### config.mk
export PLATFORM = sky130hd
export DESIGN_NAME = imem_boot_loader
export DESIGN_NICKNAME = d
export VERILOG_FILES = /design/src/rtl/imem_boot_pkg.sv /design/src/rtl/boot_word_assembler.sv /design/src/rtl/imem_boot_loader.sv
export SDC_FILE = /design/constraint.sdc
export NUM_CORES = 1
export LEC_CHECK = 0
export CELL_PAD_IN_SITES_DETAIL_PLACEMENT = 0
export CELL_PAD_IN_SITES_GLOBAL_PLACEMENT = 2
export CORE_ASPECT_RATIO = 0.8
export CORE_MARGIN = 8
export CORE_UTILIZATION = 31
export DETAILED_ROUTE_END_ITERATION = 8
export HOLD_SLACK_MARGIN = 0.15
export PLACE_DENSITY = 0.91
export RECOVER_POWER = 50
export SYNTH_ARGS = -nofsm -noshare
export SYNTH_HDL_FRONTEND = slang
export SYNTH_SLANG_ARGS = --single-unit
### constraint.sdc
create_clock -name clk -period 2.2 [get_ports clk]
set_input_delay 0.33 -clock clk [delete_from_list [all_inputs] [get_ports clk]]
set_output_delay 0.33 -clock clk [all_outputs]
set_load 0.02 [all_outputs]
### src/rtl/imem_boot_pkg.sv
// Shared definitions for the instruction-memory boot loader.
//   state_t : loader FSM states
//   CNT_W   : width of the big-endian word-count field
//   BYTE_W  : width of one stream byte
package imem_boot_pkg;

  localparam int unsigned CNT_W  = 16;
  localparam int unsigned BYTE_W = 8;

  typedef enum logic [2:0] {
    S_CNT_HI = 3'd0,
    S_CNT_LO = 3'd1,
    S_DATA   = 3'd2,
    S_WRITE  = 3'd3,
    S_CSUM   = 3'd4,
    S_DONE   = 3'd5,
    S_ERR    = 3'd6
  } state_t;

endpackage

### src/rtl/boot_word_assembler.sv
// Packs stream bytes, MSB first, into 32-bit words and keeps a running XOR
// checksum of every byte it is given.
//   clk, rst  : clock, synchronous active-high reset
//   clear     : zero the byte counter and checksum (word register kept)
//   byte_en   : byte_in is accepted on this edge
//   byte_in   : payload byte
//   word_out  : assembled word (valid the cycle after word_full)
//   word_full : the byte being accepted now completes a word
//   csum      : XOR of all accepted bytes since reset/clear
module boot_word_assembler
  import imem_boot_pkg::*;
(
  input  logic              clk,
  input  logic              rst,
  input  logic              clear,
  input  logic              byte_en,
  input  logic [BYTE_W-1:0] byte_in,
  output logic [31:0]       word_out,
  output logic              word_full,
  output logic [BYTE_W-1:0] csum
);

  logic [31:0]       word_q, word_d;
  logic [1:0]        cnt_q, cnt_d;
  logic [BYTE_W-1:0] csum_q, csum_d;

  always_comb begin
    word_d = word_q;
    cnt_d  = cnt_q;
    csum_d = csum_q;
    if (clear) begin
      cnt_d  = '0;
      csum_d = '0;
    end else if (byte_en) begin
      word_d = {word_q[31-BYTE_W:0], byte_in};
      cnt_d  = cnt_q + 2'd1;  // wraps 3 -> 0
      csum_d = csum_q ^ byte_in;
    end
  end

  always_ff @(posedge clk) begin
    if (rst) begin
      word_q <= '0;
      cnt_q  <= '0;
      csum_q <= '0;
    end else begin
      word_q <= word_d;
      cnt_q  <= cnt_d;
      csum_q <= csum_d;
    end
  end

  assign word_out  = word_q;
  assign word_full = byte_en && (cnt_q == 2'd3);
  assign csum      = csum_q;

endmodule

### src/rtl/imem_boot_loader.sv
// Loads a checksummed instruction image from a byte stream into instruction
// memory and holds the CPU in reset until the image is verified.
// Frame: count_hi, count_lo, N*4 payload bytes (MSB first), XOR checksum.
//   clk, rst           : clock, synchronous active-high reset
//   reload             : restart loading (only from done/error)
//   in_valid, in_data  : byte stream; in_ready back-pressure
//   im_we, im_addr,
//   im_wdata           : instruction-memory write port (word addressed)
//   cpu_rst            : processor reset, low only once an image is verified
//   done, error        : load outcome
module imem_boot_loader
  import imem_boot_pkg::*;
#(
  parameter int unsigned ADDR_W = 8
) (
  input  logic              clk,
  input  logic              rst,
  input  logic              reload,
  input  logic              in_valid,
  input  logic [BYTE_W-1:0] in_data,
  output logic              in_ready,
  output logic              im_we,
  output logic [ADDR_W-1:0] im_addr,
  output logic [31:0]       im_wdata,
  output logic              cpu_rst,
  output logic              done,
  output logic              error
);

  localparam logic [CNT_W:0] MAX_WORDS = (CNT_W+1)'(2**ADDR_W);

  state_t            state_q, state_d;
  logic [CNT_W-1:0]  cnt_q, cnt_d;
  logic [ADDR_W:0]   idx_q, idx_d;
  logic              in_ready_q, in_ready_d;
  logic              im_we_q, im_we_d;
  logic              cpu_rst_q, cpu_rst_d;
  logic              done_q, done_d;
  logic              error_q, error_d;

  logic              xfer;
  logic [CNT_W-1:0]  n_full;
  logic              last_word;
  logic              asm_clear;
  logic              asm_byte_en;
  logic [31:0]       asm_word;
  logic              asm_full;
  logic [BYTE_W-1:0] asm_csum;

  assign xfer   = in_valid && in_ready_q;
  assign n_full = {cnt_q[CNT_W-1:BYTE_W], in_data};
  // Index is one bit wider than im_addr so N == MAX_WORDS terminates cleanly.
  assign last_word = ((CNT_W+1)'(idx_q) + (CNT_W+1)'(1)) == {1'b0, cnt_q};

  boot_word_assembler u_asm (
    .clk       (clk),
    .rst       (rst),
    .clear     (asm_clear),
    .byte_en   (asm_byte_en),
    .byte_in   (in_data),
    .word_out  (asm_word),
    .word_full (asm_full),
    .csum      (asm_csum)
  );

  always_comb begin
    state_d     = state_q;
    cnt_d       = cnt_q;
    idx_d       = idx_q;
    asm_clear   = 1'b0;
    asm_byte_en = 1'b0;
    unique case (state_q)
      S_CNT_HI: begin
        if (xfer) begin
          cnt_d   = {in_data, cnt_q[BYTE_W-1:0]};
          state_d = S_CNT_LO;
        end
      end
      S_CNT_LO: begin
        if (xfer) begin
          cnt_d = n_full;
          if ({1'b0, n_full} > MAX_WORDS) state_d = S_ERR;
          else if (n_full == '0)          state_d = S_CSUM;
          else                            state_d = S_DATA;
        end
      end
      S_DATA: begin
        asm_byte_en = xfer;
        if (asm_full) state_d = S_WRITE;
      end
      S_WRITE: begin
        idx_d   = idx_q + (ADDR_W+1)'(1);
        state_d = last_word ? S_CSUM : S_DATA;
      end
      S_CSUM: begin
        if (xfer) state_d = (in_data == asm_csum) ? S_DONE : S_ERR;
      end
      S_DONE, S_ERR: begin
        if (reload) begin
          state_d   = S_CNT_HI;
          asm_clear = 1'b1;
          idx_d     = '0;
        end
      end
      default: state_d = S_CNT_HI;
    endcase

    // Outputs are registered: decode them from the next state.
    in_ready_d = state_d inside {S_CNT_HI, S_CNT_LO, S_DATA, S_CSUM};
    im_we_d    = (state_d == S_WRITE);
    done_d     = (state_d == S_DONE);
    error_d    = (state_d == S_ERR);
    cpu_rst_d  = (state_d != S_DONE);
  end

  always_ff @(posedge clk) begin
    if (rst) begin
      state_q    <= S_CNT_HI;
      cnt_q      <= '0;
      idx_q      <= '0;
      in_ready_q <= 1'b0;
      im_we_q    <= 1'b0;
      cpu_rst_q  <= 1'b1;
      done_q     <= 1'b0;
      error_q    <= 1'b0;
    end else begin
      state_q    <= state_d;
      cnt_q      <= cnt_d;
      idx_q      <= idx_d;
      in_ready_q <= in_ready_d;
      im_we_q    <= im_we_d;
      cpu_rst_q  <= cpu_rst_d;
      done_q     <= done_d;
      error_q    <= error_d;
    end
  end

  assign in_ready = in_ready_q;
  assign im_we    = im_we_q;
  assign im_addr  = idx_q[ADDR_W-1:0];
  assign im_wdata = asm_word;
  assign cpu_rst  = cpu_rst_q;
  assign done     = done_q;
  assign error    = error_q;

endmodule

==> flow_summary.json, run 1 <==
{
  "slew_viol_final": 0,
  "ys_top_cells_by_area": "sky130_fd_sc_hd__dfxtp_1 44%, sky130_fd_sc_hd__nand2_1 11%, sky130_fd_sc_hd__a21oi_1 9.1%",
  "route.detailed.drc": 0,
  "synthesis.area_per_instance_sq_um": 8.15,
  "switching_share_pct": 26.4,
  "first_global_vias": 2984,
  "vias": 3043,
  "chipHeight_um": 110,
  "seq_power_share_pct": 42.9,
  "synthCells": 423,
  "rsz0062_at_grt": "false",
  "synth_area_sq_um": 3450,
  "synth.yosys.seq_area_share_pct": 43.5,
  "worst_path_max_delay_cell": "sky130_fd_sc_hd__dfxtp_1",
  "maximum_number_of_pins_on_one_net_before_global_route_repair": 34,
  "power.clock.fraction_pct": 44.0,
  "drive_above_1_share_pct": 12.8,
  "post_synth_num_cell_types": 56,
  "vias_per_cell": 4.79,
  "worst-endpoint-required_ns": 2.42,
  "max_slew.worst_pin.slew_ns": 0.651,
  "insertion_delay_ns": 0.33,
  "rrSetupSlack_ns": 0.11,
  "synth.yosys.warnings": 0,
  "clock_tree.buffer_depth": 2,
  "fillerInstances": 1123,
  "worst_setup_hold_path_clk_slew_ns": 0.06,
  "timing.critical_path.to_type": "flop",
  "crit_fanout": 10,
  "number_of_enable_type_register_cells_in_the_synthesized_netlist": 0,
  "drtPass1Iterations": 4,
  "netSwitchingPower_uw": 883,
  "ys.flop_type": "sky130_fd_sc_hd__dfxtp_1",
  "route.antenna.remaining_nets": 0,
  "detail_route.wirelength_um": 9230,
  "die_w_um": 134,
  "clock-sinks": 75,
  "cp_cell_sequence": "nand2_1, nor4_4, xor2_1, a2111oi_4, buf_4, a31o_2, a22o_1",
  "initial_utilization_pct": 31.8,
  "hold_violations": 0,
  "dp.final_hpwl_um": 6690,
  "number_of_nets_in_the_synthesized_netlist": 437,
  "cts-buffers-inserted": 9,
  "ys_ff_latch": 75,
  "clock.fmax_ghz": 0.479,
  "area_growth_pct": 31.8,
  "core_region_area_sq_um": 10800,
  "crit_buf_inv": 1,
  "antennaDiodeCount": 0,
  "p_per_area_nw_per_um2": 735,
  "slowest_delay_ns": 0.51,
  "whs_ns": 0.450,
  "die_area_sq_um": 14800,
  "total_leakage_power_uw": 0.00167,
  "grt_pass1_wl_um": 15200,
  "fp-row-count": 34,
  "cts_tree": "yes",
  "max-slew-margin-rel_pct": 56.6,
  "result_of_the_run": "complete, no violations",
  "cts_hold_buffers": 0,
  "power_frac_comb_pct": 13.0,
  "total_routing_usage_reported_by_global_routing_pct": 12.7,
  "vdd_drop_max_mv": 0.375,
  "worst_hold_path_type": "reg -> reg",
  "synth_top_area_share_pct": 43.5,
  "final_critical_period_ns": 2.09,
  "worst-endpoint-arrival_ns": 2.31,
  "path_class": "reg -> reg",
  "async_flop_share_pct": 0,
  "worst_setup_sp_type": "flop",
  "h-tree-depth": 3,
  "critPathTopFamily": "compound AO/OA/AOI/OAI gates",
  "finalSetupViolations": 0,
  "finalInstanceArea_sq_um": 4550,
  "cts_root_buffer": "sky130_fd_sc_hd__clkbuf_16",
  "boundaryPins": 57,
  "finalClockSkew_ns": 0.00684,
  "grt_overflow": 0,
  "antenna_violations_before_repair": 0,
  "routabilityCongestion": 0.814,
  "finish.net_count": 500,
  "placedInstanceArea_sq_um": 4220,
  "layout_worst_path_cycle_share_pct": 94.9,
  "max_cap_violations": 0,
  "finalCoreUtilization_pct": 41.9,
  "port-buffer-count": 56,
  "dr_iter_0_viols": 196,
  "internal_power_uw": 2460,
  "wl_per_cell_um": 14.5,
  "library_cell_occupying_the_most_area_in_the_post_synthesis_netlist": "sky130_fd_sc_hd__dfxtp_1"
}
[worst reg2reg max path: cells and delay by family (launching register included)]
kind	cells	cell delay [ns]
compound gates	3	0.55
flops	1	0.51
simple gates	2	0.45
xor+xnor	1	0.31
buf+inv	1	0.17
[cells in the mapped netlist, types with 2 or more instances]
cell                       number
sky130_fd_sc_hd__buf_2          5
sky130_fd_sc_hd__nor3b_1        2
sky130_fd_sc_hd__buf_4          8
sky130_fd_sc_hd__dfxtp_1       75
sky130_fd_sc_hd__a31oi_1        4
sky130_fd_sc_hd__nand4b_1       2
sky130_fd_sc_hd__buf_6          4
sky130_fd_sc_hd__xor2_1        14
sky130_fd_sc_hd__nor2_1        27
sky130_fd_sc_hd__ha_1           2
sky130_fd_sc_hd__xnor2_1       15
sky130_fd_sc_hd__and3_1         7
sky130_fd_sc_hd__a21oi_1       63
sky130_fd_sc_hd__o21ai_0        7
sky130_fd_sc_hd__or2_2          2
sky130_fd_sc_hd__clkbuf_1      16
sky130_fd_sc_hd__inv_1          4
sky130_fd_sc_hd__nand2_1      100
sky130_fd_sc_hd__nand4_1        2
sky130_fd_sc_hd__nor4_2         3
sky130_fd_sc_hd__nand3_1       16
sky130_fd_sc_hd__nor4_1         2
sky130_fd_sc_hd__o41ai_1        2
sky130_fd_sc_hd__a31o_2         2
sky130_fd_sc_hd__or3_1          3
sky130_fd_sc_hd__nand3b_1       2
sky130_fd_sc_hd__nand2b_1       2
sky130_fd_sc_hd__o21ai_1        4
[worst paths after layout]
| kind | from | endpoint | cells after the start |
|---|---|---|---|
| worst min-delay path | cnt_q[11] | cnt_q[11] | 2 |
| worst max register to register | idx_q[5] | in_ready | 7 |
| worst max-delay path | idx_q[5] | in_ready | 7 |
| worst min register to register | cnt_q[11] | cnt_q[11] | 2 |
[cells by family (layout without fill, tap and decap cells)]
| logic type | Yosys count | in the layout | share of synthesized area (%) |
|---|---|---|---|
| buffers and inverters | 38 | 106 | 6.06 |
| xor gates and xnor gates | 29 | 29 | 7.36 |
| and+or+nand+nor | 182 | 182 | 25.2 |
| DFF | 75 | 75 | 43.5 |
| AOI/OAI and AO/OA | 96 | 96 | 16.8 |
| adders and majority gates | 3 | 3 | 1.02 |
[cell type report]
cell class                 instances  area (sq um)  share of cell area, %
clock buffer                       9           225                   4.95
sequential                        75          1500                   33.1
timing repair buffer              85           776                   17.1
multi-input combinational        310          1770                   38.9
tap                              144           180                   3.96
clock inverter                     7          73.8                   1.62
inverter                           5          18.8                  0.413
[sequential cells by signal, summed over array words and instances (netlist names)]
signal and count:
done 1, cnt_q 16, in_ready 1, cpu_rst 1, state_q 3, u_asm.csum 8, u_asm.word_out 32, idx_q 9
error 1, im_we 1, u_asm.cnt_q 2
[power by group through the flow]
stage	registers (uW)	clock network [uW]	logic [uW]
after floorplan	1460	0	282
after global placement	1470	0	426
after detailed placement	1470	0	435
after CTS	1440	1520	443
after global routing	1440	1570	479
final	1440	1470	435
[metrics by stage]
step	setup TNS, ns	std cells	power [uW]	worst slack [ns]
4_1_cts	0	635	3400	0.0568
6_report	0	635	3340	0.113
5_1_grt	0	635	3490	0.0201
2_1_floorplan	0	423	1740	0.160
3_5_place_dp	-0.820	618	1900	-0.195
3_3_place_gp	-0.112	618	1890	-0.0567
[cells in the final DEF, fill, tap and decap left out, types with 6 or more instances in the layout]
master	netlist	routed
sky130_fd_sc_hd__nand2_1	100	100
sky130_fd_sc_hd__dfxtp_1	75	73
sky130_fd_sc_hd__a21oi_1	63	63
sky130_fd_sc_hd__clkdlybuf4s50_1	0	32
sky130_fd_sc_hd__nor2_1	27	27
sky130_fd_sc_hd__buf_4	8	25
sky130_fd_sc_hd__dlygate4sd3_1	0	23
sky130_fd_sc_hd__nand3_1	16	16
sky130_fd_sc_hd__xnor2_1	15	15
sky130_fd_sc_hd__xor2_1	14	14
sky130_fd_sc_hd__clkbuf_16	0	9
sky130_fd_sc_hd__o21ai_0	7	7
sky130_fd_sc_hd__and3_1	7	6
[routing by layer]
metal	vias up	routed length, um	GRT usage, %	share of wire [%]
met3	4	453	3.35	4.9
met1	1426	4480	16.5	49
met2	54	4230	20.5	46
met5	-	0	0	0
met4	0	60	3.60	0.65
li1	1559	-	-	-
[repair_timing]
action | CTS | global route
buffers inserted | 1 | 0
gates resized for setup | 3 | 4
endpoints found under the setup margin | 2 | 5
pin swaps | 1 | 0
Note: power is estimated with default switching activity, not from simulation.
==> run 2: changes to the inputs <==
--- a/config.mk
+++ b/config.mk
@@ -11,6 +11,7 @@
 export CORE_MARGIN = 8
 export CORE_UTILIZATION = 31
 export DETAILED_ROUTE_END_ITERATION = 8
+export GPL_TIMING_DRIVEN = 1
 export HOLD_SLACK_MARGIN = 0.15
 export PLACE_DENSITY = 0.91
 export RECOVER_POWER = 50
==> constraint.sdc (replaced) <==
create_clock -name clk -period 2.2 [get_ports clk]
set_input_delay 0.44 -clock clk [delete_from_list [all_inputs] [get_ports clk]]
set_output_delay 0.44 -clock clk [all_outputs]
set_load 0.02 [all_outputs]
==> flow_summary.json, run 2 (synthesis results as in run 1) <==
{
  "result_of_the_run": "complete, no violations",
  "switching_share_pct": 26.5,
  "max_slew.worst_pin.slew_ns": 0.673,
  "hold_violations": 0,
  "core_region_area_sq_um": 10800,
  "final_common_cell": "sky130_fd_sc_hd__nand2_1",
  "timing.critical_path.to_type": "flop",
  "vdd_drop_max_mv": 0.316,
  "critPathTopFamily": "buffers and inverters",
  "vias_per_cell": 4.91,
  "seq_power_share_pct": 43.1,
  "setup_crit_end": "cpu_rst",
  "clock.fmax_ghz": 0.477,
  "finalInstanceArea_sq_um": 4600,
  "vias": 3127,
  "finalSetupViolations": 0,
  "crit_cells": 8,
  "boundaryPins": 57,
  "drtPass1Iterations": 5,
  "final_critical_period_ns": 2.10,
  "clock_tree.buffer_depth": 2,
  "die_area_sq_um": 14800,
  "power.clock.fraction_pct": 43.6,
  "wl_per_cell_um": 14.7,
  "max_ffs_per_register": 32,
  "layout_worst_path_cycle_share_pct": 95.2,
  "grt_pass1_wl_um": 15100,
  "netSwitchingPower_uw": 884,
  "area_growth_pct": 33.3,
  "initial_utilization_pct": 31.8,
  "placedInstanceArea_sq_um": 4250,
  "mostFrequentLayoutCells": "100 x sky130_fd_sc_hd__nand2_1, 73 x sky130_fd_sc_hd__dfxtp_1, 63 x sky130_fd_sc_hd__a21oi_1, 32 x sky130_fd_sc_hd__clkdlybuf4s50_1, 27 x sky130_fd_sc_hd__nor2_1",
  "clock-sinks": 75,
  "worst_hold_path_type": "reg -> reg",
  "dp.final_hpwl_um": 6750,
  "port-buffer-count": 56,
  "startpoint": "in_data[2]",
  "cts_root_buffer": "sky130_fd_sc_hd__clkbuf_16",
  "rsz0062_at_grt": "false",
  "crit_fanout": 4,
  "h-tree-depth": 3,
  "internal_power_uw": 2460,
  "critical_path.reg2reg.startpoint": "idx_q[0]",
  "rrSetupSlack_ns": 0.15,
  "antennaDiodeCount": 0,
  "worst_path_max_delay_cell": "sky130_fd_sc_hd__clkdlybuf4s50_1",
  "finalClockSkew_ns": 0.00846,
  "cts-buffers-inserted": 9,
  "slowest_delay_ns": 0.65,
  "ff2ff_path_depth": 7,
  "power_frac_comb_pct": 13.3,
  "max_cap_violations": 0,
  "die_w_um": 134,
  "route.antenna.remaining_nets": 0,
  "timing.rr.end": "in_ready",
  "p_per_area_nw_per_um2": 726,
  "worst-endpoint-arrival_ns": 2.32,
  "grt_overflow": 0,
  "first_global_vias": 2985,
  "dr_iter_0_viols": 179,
  "slew_viol_final": 0,
  "cts_tree": "yes",
  "cp_cell_sequence": "clkdlybuf4s50_1, xnor2_1, nand4_1, o41ai_1, a31oi_1, or2_2, inv_1, nand2b_1",
  "detail_route.wirelength_um": 9390,
  "whs_ns": 0.450,
  "cts_hold_buffers": 0,
  "route.detailed.drc": 0,
  "maximum_number_of_pins_on_one_net_before_global_route_repair": 34,
  "drive_above_1_share_pct": 13.8,
  "routabilityCongestion": 0.808,
  "worst-endpoint-required_ns": 2.43,
  "fp-row-count": 34,
  "total_leakage_power_uw": 0.00171,
  "max-slew-margin-rel_pct": 55.1,
  "worst_setup_hold_path_clk_slew_ns": 0.06,
  "insertion_delay_ns": 0.33,
  "path_class": "in -> reg",
  "total_routing_usage_reported_by_global_routing_pct": 12.8,
  "cts_post_setup_buffers_inserted": 0,
  "chipHeight_um": 110,
  "antenna_violations_before_repair": 0,
  "crit_buf_inv": 2,
  "finish.net_count": 503,
  "worst_setup_sp_type": "input pin"
}
run 2: final cells by class:
type / count / area, sq um
Fill cell: 1109 / 6250
Inverter: 5 / 18.8
Timing Repair Buffer: 88 / 806
Sequential cell: 75 / 1500
Clock buffer: 9 / 225
Multi-Input combinational cell: 310 / 1800
Clock inverter: 6 / 66.3
Tap cell: 144 / 180
run 2: worst register-to-register path: stages (launching register included):
cell and delay [ns]:
sky130_fd_sc_hd__dfxtp_1 0.37, sky130_fd_sc_hd__ha_4 0.19, sky130_fd_sc_hd__xor2_1 0.17, sky130_fd_sc_hd__xnor2_1 0.14, sky130_fd_sc_hd__nand4_1 0.15, sky130_fd_sc_hd__a2111oi_4 0.48
sky130_fd_sc_hd__a31oi_4 0.19, sky130_fd_sc_hd__a22o_1 0.24
run 2: per-stage QoR:
stage | util, % | std cells | TNS (ns) | total power (uW) | setup WS, ns
5_1_grt | 42.4 | 637 | 0 | 3490 | 0.00785
6_report | 42.4 | 637 | 0 | 3340 | 0.105
3_3_place_gp | 39.2 | 622 | -0.947 | 1890 | -0.181
2_1_floorplan | - | 423 | 0 | 1740 | 0.160
3_5_place_dp | 39.2 | 622 | -1.66 | 1900 | -0.305
4_1_cts | 41.9 | 637 | 0 | 3380 | 0.0159
run 2: worst min path at each step:
stage,startpoint,end,slack (ns),cells after the start
after detailed placement,cnt_q[12],cnt_q[12],0.44,2
after CTS,cnt_q[12],cnt_q[12],0.45,2
after global placement,cnt_q[11],cnt_q[11],0.44,2
after global routing,u_asm.word_out[25],u_asm.word_out[25],0.47,2
after floorplan,cnt_q[11],cnt_q[11],0.43,2
final,u_asm.word_out[30],u_asm.word_out[30],0.45,2
run 2: timing repair:
action	CTS	global route
endpoints found under the hold margin	0	0
gates cloned	0	0
endpoints found under the setup margin	1	7
pin swaps	0	8
resized for setup	2	16
run 2: metal layers:
metal | global-route usage [%] | vias to the layer above | routed length (um)
met5 | 0 | - | 0
met4 | 3.36 | 0 | 87
met3 | 4.03 | 4 | 531
met2 | 20.4 | 63 | 4320
met1 | 16.5 | 1499 | 4450
li1 | - | 1561 | -
run 2: power by group through the flow:
stage               combinational, uW  sequential, uW  clock, uW
finish                            445            1440       1460
global route                      488            1440       1550
CTS                               438            1440       1500
detailed placement                433            1470          0
global placement                  427            1470          0
floorplan                         282            1460          0
